[src/rtl/dp_split_seq.sv]
// dp_split_seq: walks split indices for dp_core, kicking NTT then madd per
// split, with per-phase watchdog, abort, sticky error and job-done pulse.
// Ports: clk, rst_n (sync, active-low); i_start/i_num_split/i_abort job ctl;
// o_ntt_start/i_ntt_done and o_madd_start/i_madd_done dp_core handshakes;
// o_idx_split split index; o_busy, o_done, o_err, o_err_code status.
module dp_split_seq #(
  parameter int NUM_SPLIT      = 4,
  parameter int TIMEOUT_WIDTH  = 16,
  parameter int TIMEOUT_CYCLES = 40000
) (
  input  logic       clk,
  input  logic       rst_n,
  input  logic       i_start,
  input  logic [2:0] i_num_split,
  input  logic       i_abort,
  output logic       o_ntt_start,
  input  logic       i_ntt_done,
  output logic       o_madd_start,
  input  logic       i_madd_done,
  output logic [1:0] o_idx_split,
  output logic       o_busy,
  output logic       o_done,
  output logic       o_err,
  output logic [1:0] o_err_code
);

  typedef enum logic [2:0] {
    IDLE,
    NTT_KICK,
    NTT_WAIT,
    MADD_KICK,
    MADD_WAIT,
    DONE,
    ERR
  } state_t;

  localparam logic [2:0] MAX_SPLIT = 3'(NUM_SPLIT);
  localparam logic [TIMEOUT_WIDTH-1:0] TO_LIM =
    TIMEOUT_WIDTH'(TIMEOUT_CYCLES);

  state_t                   state_q, state_d;
  logic [1:0]               idx_q, idx_d;
  logic [2:0]               nsplit_q, nsplit_d;
  logic [TIMEOUT_WIDTH-1:0] wd_q, wd_d;
  logic                     err_q, err_d;
  logic [1:0]               code_q, code_d;
  logic                     ntt_done_q;
  logic                     madd_done_q;

  logic                     ntt_rise;
  logic                     madd_rise;
  logic                     cfg_ok;
  logic [TIMEOUT_WIDTH-1:0] wd_inc;
  logic [1:0]               idx_last;

  assign ntt_rise  = i_ntt_done & ~ntt_done_q;
  assign madd_rise = i_madd_done & ~madd_done_q;
  assign cfg_ok    = (i_num_split != 3'd0) &&
                     (i_num_split <= MAX_SPLIT);
  assign wd_inc    = wd_q + 1'b1;
  assign idx_last  = 2'(nsplit_q - 3'd1);

  always_comb begin
    state_d  = state_q;
    idx_d    = idx_q;
    nsplit_d = nsplit_q;
    wd_d     = wd_q;
    err_d    = err_q;
    code_d   = code_q;
    unique case (state_q)
      IDLE, ERR: begin
        if (i_start) begin
          if (cfg_ok) begin
            nsplit_d = i_num_split;
            idx_d    = 2'd0;
            err_d    = 1'b0;
            code_d   = 2'd0;
            state_d  = NTT_KICK;
          end else begin
            err_d   = 1'b1;
            code_d  = 2'd3;
            state_d = ERR;
          end
        end
      end
      NTT_KICK: begin
        wd_d    = '0;
        state_d = NTT_WAIT;
      end
      NTT_WAIT: begin
        // A rise on the terminal cycle still counts as completion.
        if (ntt_rise) begin
          state_d = MADD_KICK;
        end else begin
          wd_d = wd_inc;
          if (wd_inc == TO_LIM) begin
            err_d   = 1'b1;
            code_d  = 2'd1;
            state_d = ERR;
          end
        end
      end
      MADD_KICK: begin
        wd_d    = '0;
        state_d = MADD_WAIT;
      end
      MADD_WAIT: begin
        if (madd_rise) begin
          if (idx_q == idx_last) begin
            state_d = DONE;
          end else begin
            idx_d   = idx_q + 2'd1;
            state_d = NTT_KICK;
          end
        end else begin
          wd_d = wd_inc;
          if (wd_inc == TO_LIM) begin
            err_d   = 1'b1;
            code_d  = 2'd2;
            state_d = ERR;
          end
        end
      end
      DONE: begin
        state_d = IDLE;
      end
      default: begin
        state_d = IDLE;
      end
    endcase
    if (i_abort) begin
      state_d = IDLE;
      idx_d   = 2'd0;
      wd_d    = '0;
      err_d   = 1'b0;
      code_d  = 2'd0;
    end
  end

  always_ff @(posedge clk) begin
    if (!rst_n) begin
      state_q     <= IDLE;
      idx_q       <= 2'd0;
      nsplit_q    <= 3'd0;
      wd_q        <= '0;
      err_q       <= 1'b0;
      code_q      <= 2'd0;
      ntt_done_q  <= 1'b0;
      madd_done_q <= 1'b0;
    end else begin
      state_q     <= state_d;
      idx_q       <= idx_d;
      nsplit_q    <= nsplit_d;
      wd_q        <= wd_d;
      err_q       <= err_d;
      code_q      <= code_d;
      ntt_done_q  <= i_ntt_done;
      madd_done_q <= i_madd_done;
    end
  end

  assign o_ntt_start  = (state_q == NTT_KICK);
  assign o_madd_start = (state_q == MADD_KICK);
  assign o_done       = (state_q == DONE);
  assign o_busy       = (state_q != IDLE) && (state_q != ERR);
  assign o_idx_split  = idx_q;
  assign o_err        = err_q;
  assign o_err_code   = code_q;

endmodule

[config.mk]
export PLATFORM = sky130hd
export DESIGN_NAME = dp_split_seq
export DESIGN_NICKNAME = d
export VERILOG_FILES = /design/src/rtl/dp_split_seq.sv
export SDC_FILE = /design/constraint.sdc
export NUM_CORES = 1
export LEC_CHECK = 0
export CORE_UTILIZATION = 60
export CTS_CLUSTER_DIAMETER = 50
export DETAILED_ROUTE_END_ITERATION = 8
export PLACE_DENSITY = 0.83
export SLEW_MARGIN = 10
export SYNTH_ARGS = -nofsm -noshare
export SYNTH_HDL_FRONTEND = slang
export SYNTH_SLANG_ARGS = --single-unit
[constraint.sdc]
create_clock -name clk -period 6.7 [get_ports clk]
set_input_delay 0.67 -clock clk [delete_from_list [all_inputs] [get_ports clk]]
set_output_delay 0.67 -clock clk [all_outputs]
set_load 0.01 [all_outputs]
-- After elaboration in Yosys (flattened, before gate mapping)
Cells that the tools add are included.
- register bits after elaboration: 28
- input bits: 9
- logic and storage cells: 78
- add/subtract/negate cells: 3
- $lt $le $gt $ge: 1
- equal/unequal tests: 17
- mux-type cells: 28
- bitwise logic cells: 5
- reductions and logical operators: 16
- operators with widths (operator ; number):
    $pmux 16 s3 ; 1
    $mux 16 ; 2
    $mux 2 ; 10
    $mux 3 ; 6
    $add 16x1->16 const B ; 1
    $eq 16x16->1 const B ; 1
    $ne 2x2->1 const B ; 8
    $pmux 3 s5 ; 1
    $reduce_bool 3->1 ; 4
    $eq 3x3->1 const B ; 3
    $eq 3x2->1 const B ; 2
    $pmux 2 s3 ; 1
    $reduce_and 3->1 ; 2
    $reduce_and 6->1 ; 1
    $reduce_or 2->1 ; 3
    $mux 1 ; 5
    $reduce_and 5->1 ; 1
    $pmux 2 s2 ; 1
    $reduce_and 4->1 ; 1
    $eq 3x1->1 const B ; 1
    $le 3x3->1 const B ; 1
    $logic_not 3->1 ; 1
    $ne 3x3->1 const B ; 1
    $not 1->1 ; 3
    7 further kinds ; 9

-- Logic depth before layout (Yosys ltp)
Gate-level depths: netlist of the first run.
- depth after elaboration: 5
- gate-level depth with buffers: 9

-- Least setup slack after synthesis of the first run
Ideal clock, no wire load.
- kind: reg-to-reg
- from: register wd_q[0]
- to: register code_q[1] (netlist: o_err_code[1])
- library setup time: 72 ps
- arrival: 2294 ps
- data required time: 6628 ps
- setup slack: 4335 ps
- stages on the path, launching flop included: 10
- period minus slack after synthesis: 2365 ps
- cells stage by stage: dfxtp_1 -> ha_1 -> and3_1 -> buf_4 -> and4_1 -> buf_4 -> xnor2_1 -> or4_4 -> o21ai_2 -> mux2i_1
- word-level cells in the longest chain between the ends: 4
- elaborated cells between the ends (all ways): 5
- classes of those cells: 1 x add/sub; 3 x eq/ne; 1 x reduce/logical
- RTL lines (element ; RTL line ; source):
    start: declaration ; 44 ; logic [TIMEOUT_WIDTH-1:0] wd_q, wd_d;
    start signal: assignment ; 154 ; wd_q <= wd_d;
    $add 16x1->16 (*) ; 60 ; assign wd_inc = wd_q + 1'b1;
    $eq 16x16->1 (*) ; 96, 117 ;
    $ne 2x2->1 (no source line) ; n/a ;
    $reduce_and 6->1 (no source line) (*) ; n/a ;
    end signal: assignment ; 156 ; code_q <= code_d;
    end: declaration ; 46 ; logic [1:0] code_q, code_d;
Mark *: on every way between the ends. The rest lies on a longest branch, timed or not.
A chain may end at the register's enable or synchronous reset.

-- Final worst setup path of the first run
- from: register state_q[2]
- to: output port o_busy
- word-level cells in the longest chain between the ends: 2
- elaborated cells between the ends (all ways): 3
- classes of those cells: 1 x eq/ne; 2 x reduce/logical
- RTL lines (element ; RTL line ; source):
    start: declaration ; 41 ; state_t state_q, state_d;
    start signal: assignment ; 151 ; state_q <= state_d;
    $ne 3x3->1 or $reduce_bool 3->1 (tied branches) ; 165 ; assign o_busy = (state_q != IDLE) && (state_q != ERR);
    $logic_and 1x1->1 (*) ; 165 ;
    end: declaration ; 21 ; output logic o_busy,
Marked as above.

==> results.md, run 1 <==
* Multi-input gate area at 1230 sq um
* Detailed placement HPWL at 3.04 mm
* Dpl ws at 3770 ps
* RD Place Congestion at slightly below 0.9
* CP startpoint: state_q[2]
* Status: complete, no violations
* Crit Path Max Fanout at 16
* Fillers at 269
* Final min period at 2840 ps
* Die area at approximately 3400 sq um
* P_leak at 0.688 nW
* Max incr delay on CP at 670 ps
* Share of cells above drive strength 1 at 3.97%
* F_max at 352 MHz
* Post-synth net total at 260
* CTS tree: done
* Clock Path Buffers at 2
* Via Count at 1844
* Number of synthesized register bits at 28
* GR Util All Layers at 26.6%
* WP data required at 6030 ps
* DRT antenna net count at 0
* Slew Limit Fails at 0
* Crit path max-delay family: flip-flops
* Max transition margin at between 40% and 50%
* Register area share after synthesis at roughly 30%
* Primary FF master, synth: dfxtp_1
* Residual DRC count at 0
* RSZ-0062 raised after global routing: no
* Syn Inst Count at 249
* Initial antenna violation count at 0
* Initial core utilization at 62.4%
* I/O Buffers at 17
* Hold buffers post-CTS at 0
* CTS resizes at 0
* FP Rows at 20
* Largest area contributor in the netlist: dfxtp_1
* Post-CTS Setup Bufs at 0
* Setup slack, reg-to-reg at ~4000 ps
* I/O pin cnt at 18
* Worst R2R End: o_err_code[1]
* Worst skew pair latency at 330 ps
* Power Total at 0.000310 W
* Final wirelength at 4.23 mm
* Buf/Inv on CP at 2
* Crit. End Element: primary output
* H-tree Lvls at 1
* Core area at roughly 3000 sq um
* First DRT Iteration DRCs at 120
* Area Growth Syn to Fin at 9.07%
* Crit path launch type: flop
* Worst-Margin Slew at 825 ps
* Most frequent cells in the layout: nor2_1 (28), dfxtp_1 (28), a21oi_1 (25)
* Worst-path cell chain: nand2b_1 -> and3_1 -> inv_1 -> clkdlybuf4s50_1
* Clk root buf: clkbuf_4
* Top-area cell type share of the netlist area at between 20% and 30%
* Max stage delay cell, worst path: dfxtp_1
* Fin. Hold Viols at 0
* # clock sinks at 28
* Drt wl/cell at ~14 microns
* Unique masters post-synth at 50
* Hold Path Class: flop to flop
* Clock Pin Slew Worst Setup and Hold Paths at 150 ps
* Chip width at 58.1 microns
* Synth area leaders: dfxtp_1 (30%), a21oi_1 (6.6%), nor2_1 (5.6%)
* Final WS setup at ~3900 ps
* Max VDD drop at ~120 uV
* Reg2reg path depth at 7
* DIE HEIGHT at 58.1 microns
* Crit path to: o_busy
* Post-synth EDFFs at 0
* Crit path DAT at 2170 ps
* Congestion Overflow GR at 0
* Vias per cell at 6.23
* Ant diodes at 0
* Final period utilization at 42.4%
* Async S/R FF share, synth at 0%
* Reg2reg start: wd_q[0]
* Total CTS buffers at 3
* Yosys warns at 0
* Fin nets at 265
* Stages on the worst setup path at 4
* Skew final at 2.82 ps
* First-pass GRT wire length at 7.11 mm
* FF+latch area at 561 sq um
* First drt pass iteration count at 5
* Vias in the first global route at ~1600
* Post-Syn Area per Cell at 7.59 sq um
* Setup violations, final at 0
* Final setup TNS at 0 ps
* Max-cap violations at 0
* Pin count of the biggest net entering global routing at 22
* Synth Cell Area at 1890 sq um
* Power per standard cell area at 151 nW/um^2
* Crit Path Class: flop to primary output
## tightest hold or removal path: cells and delay by family, from the launching register on
| family | cells | cell delay, ps |
|---|---|---|
| flops | 1 | 340 |
| mux | 1 | 50 |
| simple gates | 1 | 50 |
## synthesized netlist by cell type, types with 2 or more instances
| cell type | count |
|---|---|
| dfxtp_1 | 28 |
| nor2_1 | 28 |
| a21oi_1 | 25 |
| o21ai_0 | 18 |
| nand3_1 | 12 |
| clkbuf_1 | 11 |
| nand2_1 | 11 |
| nand2b_1 | 11 |
| mux2i_1 | 7 |
| nand4_1 | 7 |
| a31oi_1 | 6 |
| or3_1 | 6 |
| and3_1 | 5 |
| inv_1 | 5 |
| nor2b_1 | 5 |
| nor3_1 | 5 |
| and2_1 | 4 |
| and4_1 | 4 |
| buf_2 | 4 |
| nand3b_1 | 4 |
| nor4_1 | 3 |
| o31ai_1 | 3 |
| xnor2_1 | 3 |
| and3b_1 | 2 |
| buf_4 | 2 |
| ha_1 | 2 |
| nand4b_1 | 2 |
| o21ai_2 | 2 |
| or4_1 | 2 |
| xor2_1 | 2 |
## per-stage QoR
| stage | hold slack [ps] | area (sq um) | utilization [%] | std cells |
|---|---|---|---|---|
| 3_3_place_gp | 444 | 2040 | 67.4 | 293 |
| 5_1_grt | 492 | 2060 | 68.1 | 296 |
| 6_report | 470 | 2060 | 68.1 | 296 |
| 2_1_floorplan | 479 | 1890 | - | 249 |
| 4_1_cts | 471 | 2060 | 68.1 | 296 |
| 3_5_place_dp | 451 | 2040 | 67.4 | 293 |
## routing by layer
layer	vias to the layer above	global-route usage, %	wire length, microns	part of all wire, %
li1	923	-	-	-
met3	2	3.35	307	7.3
met5	-	0	0	0
met1	850	39.9	2030	48
met2	69	38.9	1870	44
met4	0	9.86	21	0.50
## kinds of logic after synthesis
logic type | synth area share, %
simple gates | 35.2
compound gates | 22.2
flops | 29.6
buf+inv | 5.03
mux | 4.30
xor+xnor | 2.32
fa+ha+maj | 1.32
## sequential cells by signal (all words and copies together) (netlist names)
signal / flops
wd_q: 16
state_q: 3
nsplit_q: 2
o_err_code: 2
o_idx_split: 2
madd_done_q: 1
ntt_done_q: 1
o_err: 1
## how the worst min path moves through the flow
| stage | from | to | slack [ps] | depth (start not counted) |
|---|---|---|---|---|
| after floorplan | o_err_code[0] | o_err_code[0] | 480 | 2 |
| after global placement | o_err_code[0] | o_err_code[0] | 440 | 2 |
| after detailed placement | o_err_code[0] | o_err_code[0] | 450 | 2 |
| after CTS | o_err_code[0] | o_err_code[0] | 470 | 2 |
| after global routing | o_err_code[0] | o_err_code[0] | 490 | 2 |
| final | o_err_code[0] | o_err_code[0] | 470 | 2 |
## layout make-up
| type | count | area share (%) |
|---|---|---|
| Sequential cell | 28 | 27.2 |
| Clock buffer | 3 | 1.09 |
| Multi-Input combinational cell | 199 | 59.9 |
| Timing Repair Buffer | 17 | 8.25 |
| Tap cell | 44 | 2.67 |
| Inverter | 5 | 0.910 |
## where the power goes
part / leakage, nW / switching (W) / total, W / internal (W)
combinational: 0.448 / 0.0000367 / 0.0000625 / 0.0000258
sequential: 0.227 / 0.00000652 / 0.000177 / 0.000171
clock: 0.0138 / 0.0000496 / 0.0000707 / 0.0000211
No activity file was read; power rests on OpenSTA's default activity.
==> run 2, diff against run 1 <==
Settings changed: CORE_UTILIZATION 60 to 57, PLACE_DENSITY 0.83 to 0.79.
Clock period 6.7 ns to 2.8 ns, I/O delays scaled along.
==> run 2 against run 1 <==
  * Hold slack better by 7.5 ps
  * Power rose by 150%
  * Sequential cell count did not move
  * Critical path depth is 3 higher
  * Sequential power grew 140%
  * Register-to-register slack got worse by 3700 ps
  * Largest cell class unchanged
==> results.md, run 2 (synthesized netlist as in run 1, its figures left out) <==
* Status: complete, no violations (unchanged)
* Core area at 3100 sq um (was 3030 sq um)
* Final period utilization at 87.6%
* Fin. Hold Viols at 0 (unchanged)
* DRT antenna net count at 0 (unchanged)
* Max transition margin at 59.8% (was 44.8%)
* Crit path launch type: flop (unchanged)
* Max FFs per register at 16 (unchanged)
* Die area at 3550 sq um (was 3380 sq um)
* # clock sinks at 28 (unchanged)
* Final min period at 2450 ps
* Placed Cells at 303 (was 293)
* RSZ-0062 raised after global routing: no (unchanged)
* Via Count at 1864 (was 1844)
* DIE HEIGHT at 59.6 microns (was 58.1 microns)
* First DRT Iteration DRCs at 136 (was 120)
* I/O pin cnt at 18 (unchanged)
* Slew Limit Fails at 0 (unchanged)
* F_max at slightly above 400 MHz
* Biggest regs: wd_q: 16 flops, state_q: 3 flops (unchanged)
* Hold Path Class: flop to flop (unchanged)
* Worst skew pair latency at 340 ps (was 330 ps)
* Pin count of the biggest net entering global routing at 21 (was 22)
* P_leak at 0.739 nW (was 0.688 nW)
* Clock Path Buffers at 2 (unchanged)
* RD Place Congestion at 0.904 (was 0.865)
* Initial antenna violation count at 0 (unchanged)
* Residual DRC count at 0 (unchanged)
* Crit Path Max Fanout at 9 (was 16)
* Crit Path Class: flop to flop (was flop to primary output)
* Detailed placement HPWL at 3.23 mm (was 3.04 mm)
* Top reg by flops: wd_q (unchanged)
* Top sig layer: met4 (unchanged)
* Post-CTS Setup Bufs at 0 (unchanged)
* Most frequent cells in the layout: nor2_1 (28), dfxtp_1 (28), a21oi_1 (25) (unchanged)
* Final Util at 68.9% (was 68.1%)
* Skew final at 13.9 ps (was 2.82 ps)
* Power per standard cell area at 357 nW/um^2 (was 151 nW/um^2)
* Congestion Overflow GR at 0 (unchanged)
* Final setup TNS at 0 ps (unchanged)
* Max VDD drop at 206 uV (was 117 uV)
* Wl on met1 at 2.23 mm (was 2.03 mm)
* Share of cells above drive strength 1 at 7.63% (was 3.97%)
* Cell Count, Final, Fillers Out at 306 (was 296)
* Clock Pin Slew Worst Setup and Hold Paths at 160 ps (was 150 ps)
* Worst-Margin Slew at 601 ps (was 825 ps)
* GR Util All Layers at 27.7% (was 26.6%)
* Final wirelength at 4.48 mm (was 4.23 mm)
* Ant diodes at 0 (unchanged)
* Drt wl/cell at 14.6 microns (was 14.3 microns)
* Fin nets at 275 (was 265)
* Met2 WL at 1.94 mm (was 1.87 mm)
* Vias in the first global route at 1598 (was 1603)
* Max-cap violations at 0 (unchanged)
* First-pass GRT wire length at 7.53 mm (was 7.11 mm)
* Setup violations, final at 0 (unchanged)
* First drt pass iteration count at 4 (was 5)
* Crit path DAT at 2740 ps (was 2170 ps)
* Total CTS buffers at 3 (unchanged)
* CTS resizes at 0 (unchanged)
* WP data required at 3090 ps (was 6030 ps)
* Chip width at 59.6 microns (was 58.1 microns)
* Area Growth Syn to Fin at 13.0% (was 9.07%)
* I/O Buffers at 17 (unchanged)
* FP Rows at 20 (unchanged)
* H-tree Lvls at 1 (unchanged)
* Clk root buf: clkbuf_4 (unchanged)
* Vias per cell at 6.09 (was 6.23)
* Hold buffers post-CTS at 0 (unchanged)
* DR WL met3 at 267 microns (was 307 microns)
* Initial core utilization at 60.9% (was 62.4%)
* Fillers at 293 (was 269)
* CTS tree: done (unchanged)
* Crit. End Element: flop (was primary output)
==> run 2: metrics by stage <==
step	area, sq um	hold WS (ps)	power, W	setup slack, ps
floorplan	1890	402	0.000531	435
global placement	2110	449	0.000593	458
detailed placement	2110	461	0.000595	387
CTS	2140	480	0.000765	344
global route	2140	531	0.000803	166
finish	2140	477	0.000763	347
==> run 2: worst paths after layout <==
check	endpoint	start	depth (start not counted)	slack, ps
worst max-delay path	o_err_code[0]	wd_q[0]	7	350
worst min-delay path	o_err_code[1]	o_err_code[1]	2	480
worst max register to register	o_err_code[0]	wd_q[0]	7	350
worst min register to register	o_err_code[1]	o_err_code[1]	2	480
==> run 2: worst max-delay path: stages, from the launching register on <==
cell and delay, ps:
dfxtp_1 500, ha_1 310, and3_1 210, and4_1 300
xnor2_1 90, or4_4 530, o21ai_2 260, mux2i_1 210
==> run 2: routing by layer <==
layer	up-vias	track usage, %
li1	945	-
met1	852	42.1
met2	63	40.9
met3	4	2.84
met4	0	7.97
met5	-	0
==> run 2: report_power, final <==
| part | total, W | switching [W] | leakage (nW) | internal [W] |
|---|---|---|---|---|
| sequential | 0.000418 | 0.00000925 | 0.227 | 0.000409 |
| combinational | 0.000171 | 0.0000984 | 0.498 | 0.0000726 |
| clock | 0.000174 | 0.000123 | 0.0138 | 0.0000507 |
==> run 2: final cells by class <==
| type | count | area, sq um | share of cell area [%] |
|---|---|---|---|
| clock buffers | 3 | 22.5 | 1.05 |
| inverters | 5 | 18.8 | 0.878 |
| multi-input cells | 199 | 1230 | 57.8 |
| flip-flops and latches | 28 | 561 | 26.2 |
| well taps | 44 | 55.1 | 2.58 |
| repair buffers | 27 | 245 | 11.5 |
